File: src/rtl/bp_pkg.sv
// Shared types and helpers for the branch predictor: 2-bit direction counter
// encoding and its saturating update.
package bp_pkg;

  typedef enum logic [1:0] {
    SNT = 2'b00,
    WNT = 2'b01,
    WT  = 2'b10,
    ST  = 2'b11
  } bht_ctr_t;

  localparam bht_ctr_t CTR_RESET = WNT;
  localparam bht_ctr_t CTR_ALLOC = WT;

  // Saturating step toward taken (up) or not-taken (down).
  function automatic bht_ctr_t ctr_next(input bht_ctr_t ctr, input logic taken);
    bht_ctr_t nxt;
    case (ctr)
      SNT:     nxt = taken ? WNT : SNT;
      WNT:     nxt = taken ? WT  : SNT;
      WT:      nxt = taken ? ST  : WNT;
      ST:      nxt = taken ? ST  : WT;
      default: nxt = CTR_RESET;
    endcase
    return nxt;
  endfunction

endpackage

File: src/rtl/branch_predictor_sat_counter.sv
// Up-counter that sticks at its all-ones value instead of wrapping.
module sat_counter #(
  parameter int WIDTH = 16
) (
  input  logic             clk,
  input  logic             reset,
  input  logic             en,
  output logic [WIDTH-1:0] count
);

  // Count enabled events, holding at the maximum.
  always_ff @(posedge clk) begin
    if (reset) begin
      count <= {WIDTH{1'b0}};
    end else if (en && (count != {WIDTH{1'b1}})) begin
      count <= count + WIDTH'(1'b1);
    end
  end

endmodule

File: src/rtl/branch_predictor.sv
// Direct-mapped BTB with 2-bit counters: zero-latency lookup at IF, table
// update and mispredict redirect from EX, plus saturating statistics.
module branch_predictor
  import bp_pkg::*;
#(
  parameter int PC_W    = 9,
  parameter int ENTRIES = 16,
  parameter int CNT_W   = 16
) (
  input  logic             clk,
  input  logic             reset,
  input  logic [PC_W-1:0]  if_pc,
  output logic             pred_taken,
  output logic [PC_W-1:0]  pred_target,
  input  logic             ex_valid,
  input  logic [PC_W-1:0]  ex_pc,
  input  logic             ex_taken,
  input  logic [PC_W-1:0]  ex_target,
  input  logic             ex_pred_taken,
  input  logic [PC_W-1:0]  ex_pred_target,
  output logic             redirect,
  output logic [PC_W-1:0]  redirect_pc,
  output logic [CNT_W-1:0] stat_branches,
  output logic [CNT_W-1:0] stat_mispredicts
);

  localparam int IDX_W = $clog2(ENTRIES);
  localparam int TAG_W = PC_W - IDX_W - 2;
  localparam logic [PC_W-1:0] PC_STEP = PC_W'(3'd4);

  typedef struct packed {
    logic             valid;
    logic [TAG_W-1:0] tag;
    logic [PC_W-1:0]  target;
    bht_ctr_t         ctr;
  } btb_entry_t;

  btb_entry_t       btb_r [ENTRIES];

  logic [IDX_W-1:0] if_idx_s;
  logic [TAG_W-1:0] if_tag_s;
  logic [IDX_W-1:0] ex_idx_s;
  logic [TAG_W-1:0] ex_tag_s;
  btb_entry_t       lookup_s;
  btb_entry_t       ex_entry_s;
  btb_entry_t       upd_entry_s;
  logic             hit_s;
  logic             pred_taken_s;
  logic             ex_hit_s;
  logic             upd_we_s;
  logic             mispredict_s;

  assign if_idx_s = if_pc[IDX_W+1:2];
  assign if_tag_s = if_pc[PC_W-1:IDX_W+2];
  assign ex_idx_s = ex_pc[IDX_W+1:2];
  assign ex_tag_s = ex_pc[PC_W-1:IDX_W+2];

  // IF lookup reads registered state only, so a same-cycle update is not seen.
  always_comb begin
    lookup_s     = btb_r[if_idx_s];
    hit_s        = lookup_s.valid && (lookup_s.tag == if_tag_s);
    pred_taken_s = hit_s && ((lookup_s.ctr == WT) || (lookup_s.ctr == ST));
    if (pred_taken_s) begin
      pred_target = lookup_s.target;
    end else begin
      pred_target = if_pc + PC_STEP;
    end
  end

  assign pred_taken = pred_taken_s;

  // Next value of the entry addressed by the resolving EX branch.
  always_comb begin
    ex_entry_s  = btb_r[ex_idx_s];
    ex_hit_s    = ex_entry_s.valid && (ex_entry_s.tag == ex_tag_s);
    upd_entry_s = ex_entry_s;
    upd_we_s    = 1'b0;
    if (ex_valid && ex_hit_s) begin
      upd_we_s        = 1'b1;
      upd_entry_s.ctr = ctr_next(ex_entry_s.ctr, ex_taken);
      if (ex_taken) begin
        upd_entry_s.target = ex_target;
      end else begin
        upd_entry_s.target = ex_entry_s.target;
      end
    end else if (ex_valid && ex_taken) begin
      upd_we_s           = 1'b1;
      upd_entry_s.valid  = 1'b1;
      upd_entry_s.tag    = ex_tag_s;
      upd_entry_s.target = ex_target;
      upd_entry_s.ctr    = CTR_ALLOC;
    end else begin
      upd_we_s = 1'b0;
    end
  end

  // Table storage; reset wins over any EX update in the same cycle.
  always_ff @(posedge clk) begin
    if (reset) begin
      for (int i = 0; i < ENTRIES; i++) begin
        btb_r[i].valid  <= 1'b0;
        btb_r[i].tag    <= {TAG_W{1'b0}};
        btb_r[i].target <= {PC_W{1'b0}};
        btb_r[i].ctr    <= CTR_RESET;
      end
    end else if (upd_we_s) begin
      btb_r[ex_idx_s] <= upd_entry_s;
    end
  end

  assign mispredict_s = ex_valid &&
                        ((ex_taken != ex_pred_taken) ||
                         (ex_taken && (ex_target != ex_pred_target)));
  assign redirect     = mispredict_s && !reset;
  assign redirect_pc  = ex_taken ? ex_target : (ex_pc + PC_STEP);

  sat_counter #(.WIDTH(CNT_W)) u_stat_branches (
    .clk   (clk),
    .reset (reset),
    .en    (ex_valid),
    .count (stat_branches)
  );

  sat_counter #(.WIDTH(CNT_W)) u_stat_mispredicts (
    .clk   (clk),
    .reset (reset),
    .en    (mispredict_s),
    .count (stat_mispredicts)
  );

endmodule

File: config.mk
export PLATFORM = sky130hd
export DESIGN_NAME = branch_predictor
export DESIGN_NICKNAME = d
export VERILOG_FILES = /design/src/rtl/bp_pkg.sv /design/src/rtl/branch_predictor_sat_counter.sv /design/src/rtl/branch_predictor.sv
export SDC_FILE = /design/constraint.sdc
export NUM_CORES = 1
export LEC_CHECK = 0
export BUFFER_PORTS_ARGS = -buffer_cell sky130_fd_sc_hd__clkbuf_2
export CORE_AREA = 2 2 161 320
export CTS_BUF_LIST = sky130_fd_sc_hd__clkbuf_2
export DETAILED_ROUTE_END_ITERATION = 12
export DIE_AREA = 0 0 163 322
export SETUP_SLACK_MARGIN = 0.2
export SKIP_CTS_REPAIR_TIMING = 1
export SYNTH_ARGS = -nofsm -noshare
export SYNTH_HDL_FRONTEND = slang
export SYNTH_SLANG_ARGS = --single-unit
File: constraint.sdc
create_clock -name clk -period 4.8 [get_ports clk]
set_input_delay 0.48 -clock clk [delete_from_list [all_inputs] [get_ports clk]]
set_output_delay 0.48 -clock clk [all_outputs]
set_load 0.01 [all_outputs]
==> summary.md, run 1 <==
| Metric | Value |
|---|---|
| Status | `finished, final reports clean` |
| DRC | `0` |
| YS warnings | `0` |
| Num CTS Buffers | `60` |
| PD cells | `292.8 mW/mm^2` |
| Crit-path max FO | `10` |
| CTS Buffer Depth | `3` |
| Crit end category | `output pin` |
| Drt via density | `5.398` |
| CP peak stage delay | `780 ps` |
| Flop2flop setup slack | `1440 ps` |
| Number of DRC markers in iteration 0 | `714` |
| Synth top area share | `48.48%` |
| DRT Pass-1 Iters | `5` |
| Sequential cell area fraction in the yosys report | `52.79%` |
| DP HPWL | `33780 um` |
| Clk root buf | `clkbuf_2` |
| WHS Endpoint | `btb_r[12][8]` |
| Max-slew violations | `0` |
| Avg Inst Size Synth | `13.85 sq um` |
| Fraction of layout cells with a size suffix above 1 | `31.66%` |
| Critical path origin | `btb_r[13][11]` |
| Clock Latency Late Sink | `1070 ps` |
| Logic pwr share | `13.8%` |
| TNS Setup | `0 ps` |
| Non-filler cells, final | `1885` |
| Hold path start | `ex_target[6]` |
| Unrepaired setup endpoints after global routing | `false` |
| Mapped Area | `0.01486 sq mm` |
| Die height | `322 um` |
| Vias in the first global route | `10783` |
| P_int | `3.425 mW` |
| Clk pwr share | `30.6%` |
| Final WL | `48840 um` |
| Switching Share | `29.22%` |
| Mapped Cells | `1073` |
| Ports | `93` |
| Ys async rst share | `0%` |
| Worst rel slew slack | `33.87%` |
| GRT overflow | `0` |
| DRT antenna net count | `0` |
| CP startpoint kind | `flip-flop` |
| Top cells by count, synth | `nor2_1, edfxtp_1, mux4_2` |
| Worst-path cell chain | `mux4_2, mux4_2, xor2_1, or3_2, mux2_4, clkbuf_2` |
| Register area | `0.007848 sq mm` |
| Fin. Hold Viols | `0` |
| Clock Skew | `148.0 ps` |
| Port buffer count | `92` |
| TritonCTS Sinks | `272` |
| Sequential share of power | `55.5%` |
| Wire per inst | `25.91 um` |
| Yosys top cell by area | `edfxtp_1` |
| Fmax | `225.1 MHz` |
| Area contributors post-synth | `edfxtp_1, mux4_2, nor2_1, mux4_1, dfxtp_1` |
| CTS H-tree depth | `2` |
| Util after Layout | `33.01%` |
| Crit Path Category | `flip-flop to output pin` |
| FILL cells | `4988` |
| Die Width | `163 um` |
| First-pass GRT wire length | `70520 um` |
| Synth-to-Final Area Change | `11.20%` |
| Leakage | `5.814 nW` |
| Total GRT Usage | `18.88%` |
| Largest net degree at the start of global routing | `54` |
| Hold path cells | `3` |
| Initial Utilization | `29.69%` |
| Period minus WS final | `4443 ps` |
| Most frequent CP cell | `mux4_2` |
| CP required | `4320 ps` |
| Mapped Nets | `1121` |
| Max_cap viols | `0` |
| Worst reg2reg startpoint | `btb_r[6][13]` |
| Reg-to-reg endpoint | `btb_r[0][2]` |
| Hold WC Path Type | `input port to flip-flop` |
| Die area | `0.05249 sq mm` |
| Worst path bufs/invs | `1` |
| Reg clk slew, reported paths | `140 ps` |
| Core Rows | `116` |
| RePlAce Congestion | `0.8754` |
| Post-synth EDFFs | `240` |
| Most frequent cell after synthesis | `nor2_1` |
| Final setup violating endpoints | `0` |
| CP top delay family | `multiplexers` |
| Final #Nets | `1234` |
| CTS tree | `built` |
| Initial antenna violation count | `3` |
| Placed cell count | `1770` |
| DR vias | `10175` |
| Switching power | `1.414 mW` |
| CP max stage cell | `or3_2` |
| Final worst-path cycle share | `92.57%` |
| Peak VDD IR | `0.1450 mV` |
| Cell variety after synth | `58` |
| Worst reg-to-reg path cell count | `9` |
| Measured slew at the worst slew-check pin | `982.9 ps` |
| Synthesized flop and latch total | `272` |
| Multi-input combinational cell area | `0.006341 sq mm` |
| Ys flop type | `edfxtp_1` |
| CORE AREA | `0.05007 sq mm` |
| CP Data Arrival Time | `3960 ps` |
==> cell usage in the layout, fill, tap and decap left out, types with 11 or more instances in the layout <==
cell type  count
nor2_1       257
edfxtp_1     240
clkbuf_2     175
mux4_2       100
buf_4         59
nand2_1       52
xor2_1        38
nand3_1       34
dfxtp_1       32
mux4_1        30
xnor2_1       21
clkinv_1      19
o21ai_0       17
o21bai_2      16
nand4_1       13
mux2i_1       11
==> final cells by class <==
cell class	instances	area share, %
diodes	1	0.01514
clock buffers	87	2.634
clock inverters	24	0.6510
inverters	5	0.1136
multi-input cells	693	38.36
flip-flops and latches	272	47.48
well taps	649	4.913
repair buffers	154	5.829
==> power by group through the flow <==
stage,clock network [mW],registers (mW),logic (mW)
2_1_floorplan,0,2.72,0.450
3_3_place_gp,0,2.74,0.662
3_5_place_dp,0,2.74,0.666
4_1_cts,1.53,2.69,0.667
5_1_grt,1.62,2.70,0.698
6_report,1.48,2.69,0.669
==> worst register-to-register path, stage by stage (launching register included) <==
cell and delay (ps):
edfxtp_1 430, mux4_1 600, xor2_1 170, o21ai_0 140, and3_1 240, o2111ai_2 160, and2_1 250, buf_4 260
o21bai_2 220, buf_4 410
==> kinds of logic (layout without fill, tap and decap cells) <==
family                     after synthesis  count (layout)  synth area share (%)
buffers and inverters                  108             270                 4.933
xor gates and xnor gates                59              59                 3.476
DFF                                    272             272                 52.79
other                                    0               1                     0
and+or+nand+nor                        402             402                 11.47
adders and majority gates                9               9                0.7323
AOI/OAI and AO/OA                       65              65                 3.603
muxes                                  158             158                 22.99
==> metal layers <==
| layer | share of wire (%) | GRT usage (%) |
|---|---|---|
| met1 | 30 | 17.46 |
| met2 | 54 | 34.69 |
| met3 | 7.1 | 3.631 |
| met4 | 9.4 | 16.34 |
| met5 | 0.055 | 0 |
==> through the flow <==
stage	hold WS, ps	total power [mW]	worst slack [ps]	instance area [sq um]
finish	91.11	4.839	356.7	16530
global route	31.98	5.014	239.0	16530
CTS	-123.6	4.882	128.9	16490
detailed placement	502.8	3.407	674.9	15950
global placement	484.8	3.397	668.0	15950
floorplan	515.1	3.173	1194	14860
==> sequential cells by signal (all words and copies together) (netlist names) <==
signal                    flops
u_stat_mispredicts.count     16
u_stat_branches.count        16
btb_r                       240
==> worst max-delay path by stage <==
stage / end / slack [ps] / cells past startpoint
final: pred_target[3] / 360 / 6
after detailed placement: pred_target[3] / 670 / 8
after CTS: pred_target[3] / 130 / 6
after floorplan: btb_r[12][0] / 1190 / 12
after global routing: pred_target[3] / 240 / 6
after global placement: pred_target[5] / 670 / 8
No activity file was read; power rests on OpenSTA's default activity.
==> run 2, diff against run 1 <==
==> constraint.sdc (replaced) <==
create_clock -name clk -period 4.8 [get_ports clk]
set_input_delay 0.24 -clock clk [delete_from_list [all_inputs] [get_ports clk]]
set_output_delay 0.24 -clock clk [all_outputs]
set_load 0.01 [all_outputs]
==> summary.md, run 2 (synthesized netlist as in run 1, its figures left out) <==
| Metric | Value |
|---|---|
| Status | `finished, final reports clean` |
| Synth-to-Final Area Change | `11.16% (about the same)` |
| Worst path bufs/invs | `2 (+1)` |
| Worst rel slew slack | `6.196% (-28 points)` |
| Leakage | `5.800 nW (-0.25%)` |
| Non-filler cells, final | `1874 (-0.58%)` |
| Wire per inst | `26.01 um (+0.40%)` |
| DRT Pass-1 Iters | `5 (unchanged)` |
| Peak VDD IR | `0.1411 mV (-2.7%)` |
| FILL cells | `4960 (-0.56%)` |
| Die height | `322 um (unchanged)` |
| Sequential share of power | `54.8% (-0.7 points)` |
| Logic pwr share | `13.6% (-0.2 points)` |
| Clock Skew | `137.4 ps (-10.56 ps)` |
| Largest Register | `btb_r` |
| Placed cell count | `1759 (-0.62%)` |
| DR vias | `10166 (-0.088%)` |
| Reg-to-reg endpoint | `btb_r[4][7]` |
| CP max stage cell | `a211oi_1` |
| Final setup violating endpoints | `0 (unchanged)` |
| DP HPWL | `34410 um (+1.9%)` |
| Fraction of layout cells with a size suffix above 1 | `31.21% (-0.45 points)` |
| CP peak stage delay | `510 ps (-270 ps)` |
| Final WL | `48750 um (-0.19%)` |
| Max_cap viols | `0 (unchanged)` |
| Core Rows | `116 (unchanged)` |
| Max reg flops | `240 (unchanged)` |
| Port buffer count | `92 (unchanged)` |
| Hold path cells | `3 (unchanged)` |
| RePlAce Congestion | `0.9187 (+4.9%)` |
| CP top delay family | `multiplexers` |
| Largest net degree at the start of global routing | `40 (-26%)` |
| Switching power | `1.390 mW (-1.7%)` |
| DRT antenna net count | `0 (unchanged)` |
| PD cells | `297.4 mW/mm^2 (+1.6%)` |
| Die Width | `163 um (unchanged)` |
| Fmax | `249.2 MHz (+11%)` |
| Drt via density | `5.425 (+0.50%)` |
| CORE AREA | `0.05007 sq mm (unchanged)` |
| Worst reg-to-reg path cell count | `7 (-2)` |
| Switching Share | `28.29% (-0.93 points)` |
| Flop2flop setup slack | `890 ps (-550 ps)` |
| Hold path start | `ex_target[1]` |
| CTS H-tree depth | `2 (unchanged)` |
| Crit Path Category | `flip-flop to output pin` |
| Crit end category | `output pin` |
| Final worst-path cycle share | `83.60% (-9.0 points)` |
| TNS Setup | `0 ps (unchanged)` |
| Crit-path max FO | `10 (unchanged)` |
| Hold WC Path Type | `input port to flip-flop` |
| Vias in the first global route | `10778 (-0.046%)` |
| Num CTS Buffers | `60 (unchanged)` |
| Most frequent cells in the layout | `nor2_1, edfxtp_1, clkbuf_2, mux4_2, nand2_1` |
| Worst reg2reg startpoint | `btb_r[6][11]` |
| CP required | `4560 ps (+240 ps)` |
| Total GRT Usage | `18.81% (-0.070 points)` |
| Initial Utilization | `29.69% (unchanged)` |
| Ports | `93 (unchanged)` |
| Clock Latency Late Sink | `1020 ps (-50 ps)` |
| Initial antenna violation count | `3 (unchanged)` |
| Largest registers | `btb_r (240), u_stat_branches.count (16), u_stat_mispredicts.count (16)` |
| Measured slew at the worst slew-check pin | `1406 ps (+423.2 ps)` |
| Stages on the worst setup path | `9 (+3)` |
| WHS Endpoint | `btb_r[3][3]` |
| CTS Buffer Depth | `3 (unchanged)` |
| Fin. Hold Viols | `0 (unchanged)` |
| P_int | `3.524 mW (+2.9%)` |
| CP startpoint kind | `flip-flop` |
| DRC | `0 (unchanged)` |
| Clk root buf | `clkbuf_2` |
| Final #Nets | `1229 (-0.41%)` |
| GRT overflow | `0 (unchanged)` |
| Die area | `0.05249 sq mm (unchanged)` |
| Number of DRC markers in iteration 0 | `789 (+11%)` |
| First-pass GRT wire length | `70350 um (-0.25%)` |
| Unrepaired setup endpoints after global routing | `false` |
| Clk pwr share | `31.6% (+1.0 points)` |
| Worst-path cell chain | `nand3_1, o21ai_0, mux4_1, nor2b_1, a211oi_1, or3_1, buf_4, mux2_4, clkbuf_2` |
| TritonCTS Sinks | `272 (unchanged)` |
| Period minus WS final | `4013 ps (-430.3 ps)` |
| Max-slew violations | `0 (unchanged)` |
| CP Data Arrival Time | `3770 ps (-190 ps)` |
| Reg clk slew, reported paths | `130 ps (about the same)` |
| CTS tree | `built` |
| Most common cell after layout, fill and taps aside | `nor2_1` |
| Util after Layout | `33.00% (about the same)` |
==> run 2: final cells by class <==
| cell class | count | area, sq um | area share (%) |
|---|---|---|---|
| multi-input cells | 693 | 6347 | 38.41 |
| clock buffers | 89 | 445.4 | 2.696 |
| repair buffers | 149 | 928.4 | 5.619 |
| diodes | 1 | 2.502 | 0.01514 |
| flip-flops and latches | 272 | 7848 | 47.49 |
| clock inverters | 16 | 121.4 | 0.7345 |
| inverters | 5 | 18.77 | 0.1136 |
| well taps | 649 | 812.0 | 4.914 |
==> run 2: metal layers <==
| layer | vias to the layer above | global-route usage (%) | wire, um |
|---|---|---|---|
| met5 | - | 0 | 0 |
| met4 | 0 | 15.87 | 4657 |
| met3 | 204 | 2.975 | 3025 |
| met2 | 557 | 34.31 | 25950 |
| met1 | 5112 | 18.21 | 15110 |
| li1 | 4293 | - | - |
==> run 2: worst min-delay path, stage by stage <==
cell and delay, ps:
clkbuf_2 120, o2bb2a_1 460, nor2_1 160
==> run 2: how the worst max path moves through the flow <==
| stage | from | end | slack [ps] |
|---|---|---|---|
| after floorplan | ex_pc[3] | btb_r[12][0] | 1430 |
| after global placement | ex_pc[3] | btb_r[5][6] | 540 |
| after detailed placement | ex_pc[3] | btb_r[5][5] | 580 |
| after CTS | btb_r[7][1] | pred_target[0] | 630 |
| after global routing | btb_r[6][1] | pred_target[0] | 550 |
| final | btb_r[6][1] | pred_target[0] | 790 |
==> run 2: through the flow <==
step                setup slack (ps)  cell area [sq um]  hold WS [ps]  power (mW)
floorplan                       1434              14860         515.1       3.173
global placement               540.0              15860         485.3       3.402
detailed placement             585.0              15860         502.9       3.410
CTS                            632.6              16420        -310.7       4.954
global route                   548.3              16520         47.20       5.082
finish                         787.0              16520         59.81       4.915
==> run 2: power groups by stage <==
stage          sequential (mW)  combinational [mW]  clock [mW]
6_report                  2.69               0.667        1.55
5_1_grt                   2.70               0.701        1.68
4_1_cts                   2.69               0.665        1.60
3_5_place_dp              2.75               0.663           0
3_3_place_gp              2.74               0.660           0
2_1_floorplan             2.72               0.450           0
==> run 3, diff against run 2 <==
==> constraint.sdc (replaced) <==
create_clock -name clk -period 3.6 [get_ports clk]
set_input_delay 0.18 -clock clk [delete_from_list [all_inputs] [get_ports clk]]
set_output_delay 0.18 -clock clk [all_outputs]
set_load 0.01 [all_outputs]
==> summary.md, run 3 (synthesized netlist as in run 1, its figures left out) <==
| Metric | Value |
|---|---|
| Placed cell count | `1776 (+0.97%)` |
| Ports | `93 (unchanged)` |
| CP startpoint kind | `flip-flop` |
| Largest Register | `btb_r` |
| CP max stage cell | `mux4_2` |
| Peak VDD IR | `0.1861 mV (+32%)` |
| Total GRT Usage | `18.40% (-0.41 points)` |
| Clock Skew | `79.17 ps (-58.24 ps)` |
| Clk root buf | `clkbuf_2` |
| Reg clk slew, reported paths | `140 ps (about the same)` |
| Final #Nets | `1249 (+1.6%)` |
| CTS tree | `built` |
| Total power | `6.487 mW (+32%)` |
| Fin. Hold Viols | `0 (unchanged)` |
| DR vias | `10105 (-0.60%)` |
| Wire per inst | `25.48 um (-2.0%)` |
| CTS H-tree depth | `2 (unchanged)` |
| DP HPWL | `32690 um (-5.0%)` |
| Port buffer count | `92 (unchanged)` |
| DRT Pass-1 Iters | `5 (unchanged)` |
| Status | `finished, violations left` |
| Largest registers | `btb_r (240), u_stat_branches.count (16), u_stat_mispredicts.count (16)` |
| Synth-to-Final Area Change | `12.79%` |
| Max_cap viols | `0 (unchanged)` |
| Place WS | `91.41 ps (-493.5 ps)` |
| Clock Latency Late Sink | `1030 ps (about the same)` |
| Num CTS Buffers | `58 (-3.3%)` |
| First-pass GRT wire length | `68630 um (-2.4%)` |
| Leakage | `5.899 nW (+1.7%)` |
| Number of DRC markers in iteration 0 | `759 (-3.8%)` |
| Max reg flops | `240 (unchanged)` |
| Initial Utilization | `29.69% (unchanged)` |
| Initial antenna violation count | `2 (-1)` |
| Hold WC Path Type | `input port to flip-flop` |
| CP Data Arrival Time | `3660 ps (-110 ps)` |
| Most frequent cells in the layout | `nor2_1, edfxtp_1, clkbuf_2, mux4_2, buf_4` |
| Failing checks | `negative setup slack` |
| Non-filler cells, final | `1885 (+0.59%)` |
| TritonCTS Sinks | `272 (unchanged)` |
| Crit Path Category | `flip-flop to output pin` |
| Final instance area | `0.01677 sq mm (+1.5%)` |
| PD cells | `386.9 mW/mm^2 (+30%)` |
| FILL cells | `4927 (-0.67%)` |
| CP peak stage delay | `530 ps (+20 ps)` |
| RePlAce Congestion | `0.8370 (-8.9%)` |
| DRT antenna net count | `0 (unchanged)` |
| Worst-path cell chain | `mux4_2, mux4_2, xor2_1, or3_4, buf_12, mux2_4, clkbuf_2` |
| Die Width | `163 um (unchanged)` |
| Hold WS | `32.47 ps (-27.34 ps)` |
| CORE AREA | `0.05007 sq mm (unchanged)` |
| CTS Buffer Depth | `3 (unchanged)` |
| Drt via density | `5.361 (-1.2%)` |
| Fraction of layout cells with a size suffix above 1 | `31.98% (+0.77 points)` |
| Die area | `0.05249 sq mm (unchanged)` |
| Crit end category | `output pin` |
| Worst rel slew slack | `34.32% (+28 points)` |
| CP required | `3420 ps (-1140 ps)` |
| Period minus WS final | `3842 ps` |
| Max-slew violations | `0 (unchanged)` |
| Setup WS post-layout | `-241.8 ps (-1029 ps)` |
| Most frequent CP cell | `mux4_2` |
| Core Rows | `116 (unchanged)` |
| Die height | `322 um (unchanged)` |
| Crit-path max FO | `10 (unchanged)` |
| Final worst-path cycle share | `106.7%` |
| Largest net degree at the start of global routing | `50 (+25%)` |
| Vias in the first global route | `10575 (-1.9%)` |
| Fmax | `260.3 MHz` |
| Final WL | `48030 um (-1.5%)` |
| DP Area | `0.01607 sq mm (+1.4%)` |
| DRC | `0 (unchanged)` |
| Most common cell after layout, fill and taps aside | `nor2_1` |
| Final setup violating endpoints | `9 (+9)` |
| Unrepaired setup endpoints after global routing | `true` |
| GRT overflow | `0 (unchanged)` |
| Measured slew at the worst slew-check pin | `976.2 ps (-429.9 ps)` |
run 3: changes by cell type in the layout (fill, tap and decap cells not counted), moves of 2 or more:
cell	before	now
clkbuf_2	177	166
buf_4	49	59
buf_12	1	8
dlygate4sd3_1	9	14
clkinv_1	10	6
clkinv_2	3	7
o21bai_2	15	13
o21bai_4	1	3
run 3: metal layers:
layer,part of all wire (%),track usage (%),vias to the layer above,wire length (um)
met5,0.015,0,-,7
met3,6.2,2.923,188,2975
met2,54,34.41,480,26110
met1,32,18.07,5111,15150
met4,7.9,13.10,2,3789
li1,-,-,4324,-
run 3: final timing paths:
kind,cells past startpoint,slack [ps],endpoint,startpoint
min,4,30,btb_r[9][11],ex_pc[6]
max reg2reg,8,360,btb_r[7][7],btb_r[3][12]
max,7,-240,pred_target[5],btb_r[15][11]
min reg2reg,2,520,u_stat_branches.count[7],u_stat_branches.count[7]
run 3: final cells by class:
| cell class | instances | area, sq um | area share, % |
|---|---|---|---|
| multi-input combinational | 693 | 6376 | 38.03 |
| antenna | 1 | 2.502 | 0.01493 |
| inverter | 5 | 18.77 | 0.1119 |
| tap | 649 | 812.0 | 4.843 |
| timing repair buffer | 171 | 1194 | 7.119 |
| sequential | 272 | 7848 | 46.81 |
| clock buffer | 78 | 390.4 | 2.328 |
| clock inverter | 16 | 125.1 | 0.7463 |
run 3: where the power goes:
group | internal (mW) | switching (mW) | total, mW
clock network | 0.730 | 1.25 | 1.98
logic | 0.397 | 0.523 | 0.920
registers | 3.52 | 0.0594 | 3.58
run 3: per-stage QoR:
step | utilization (%) | setup TNS (ps)
floorplan | - | 0
global placement | 32.10 | 0
detailed placement | 32.10 | 0
CTS | 33.13 | -3185
global route | 33.48 | -2727
finish | 33.48 | -1874
run 3: worst max-delay path, delay by kind of cell (launching register included):
kind	cells	cell delay (ps)
simple gates	1	400
buf+inv	2	300
mux	3	1320
xor+xnor	1	180
flops	1	420
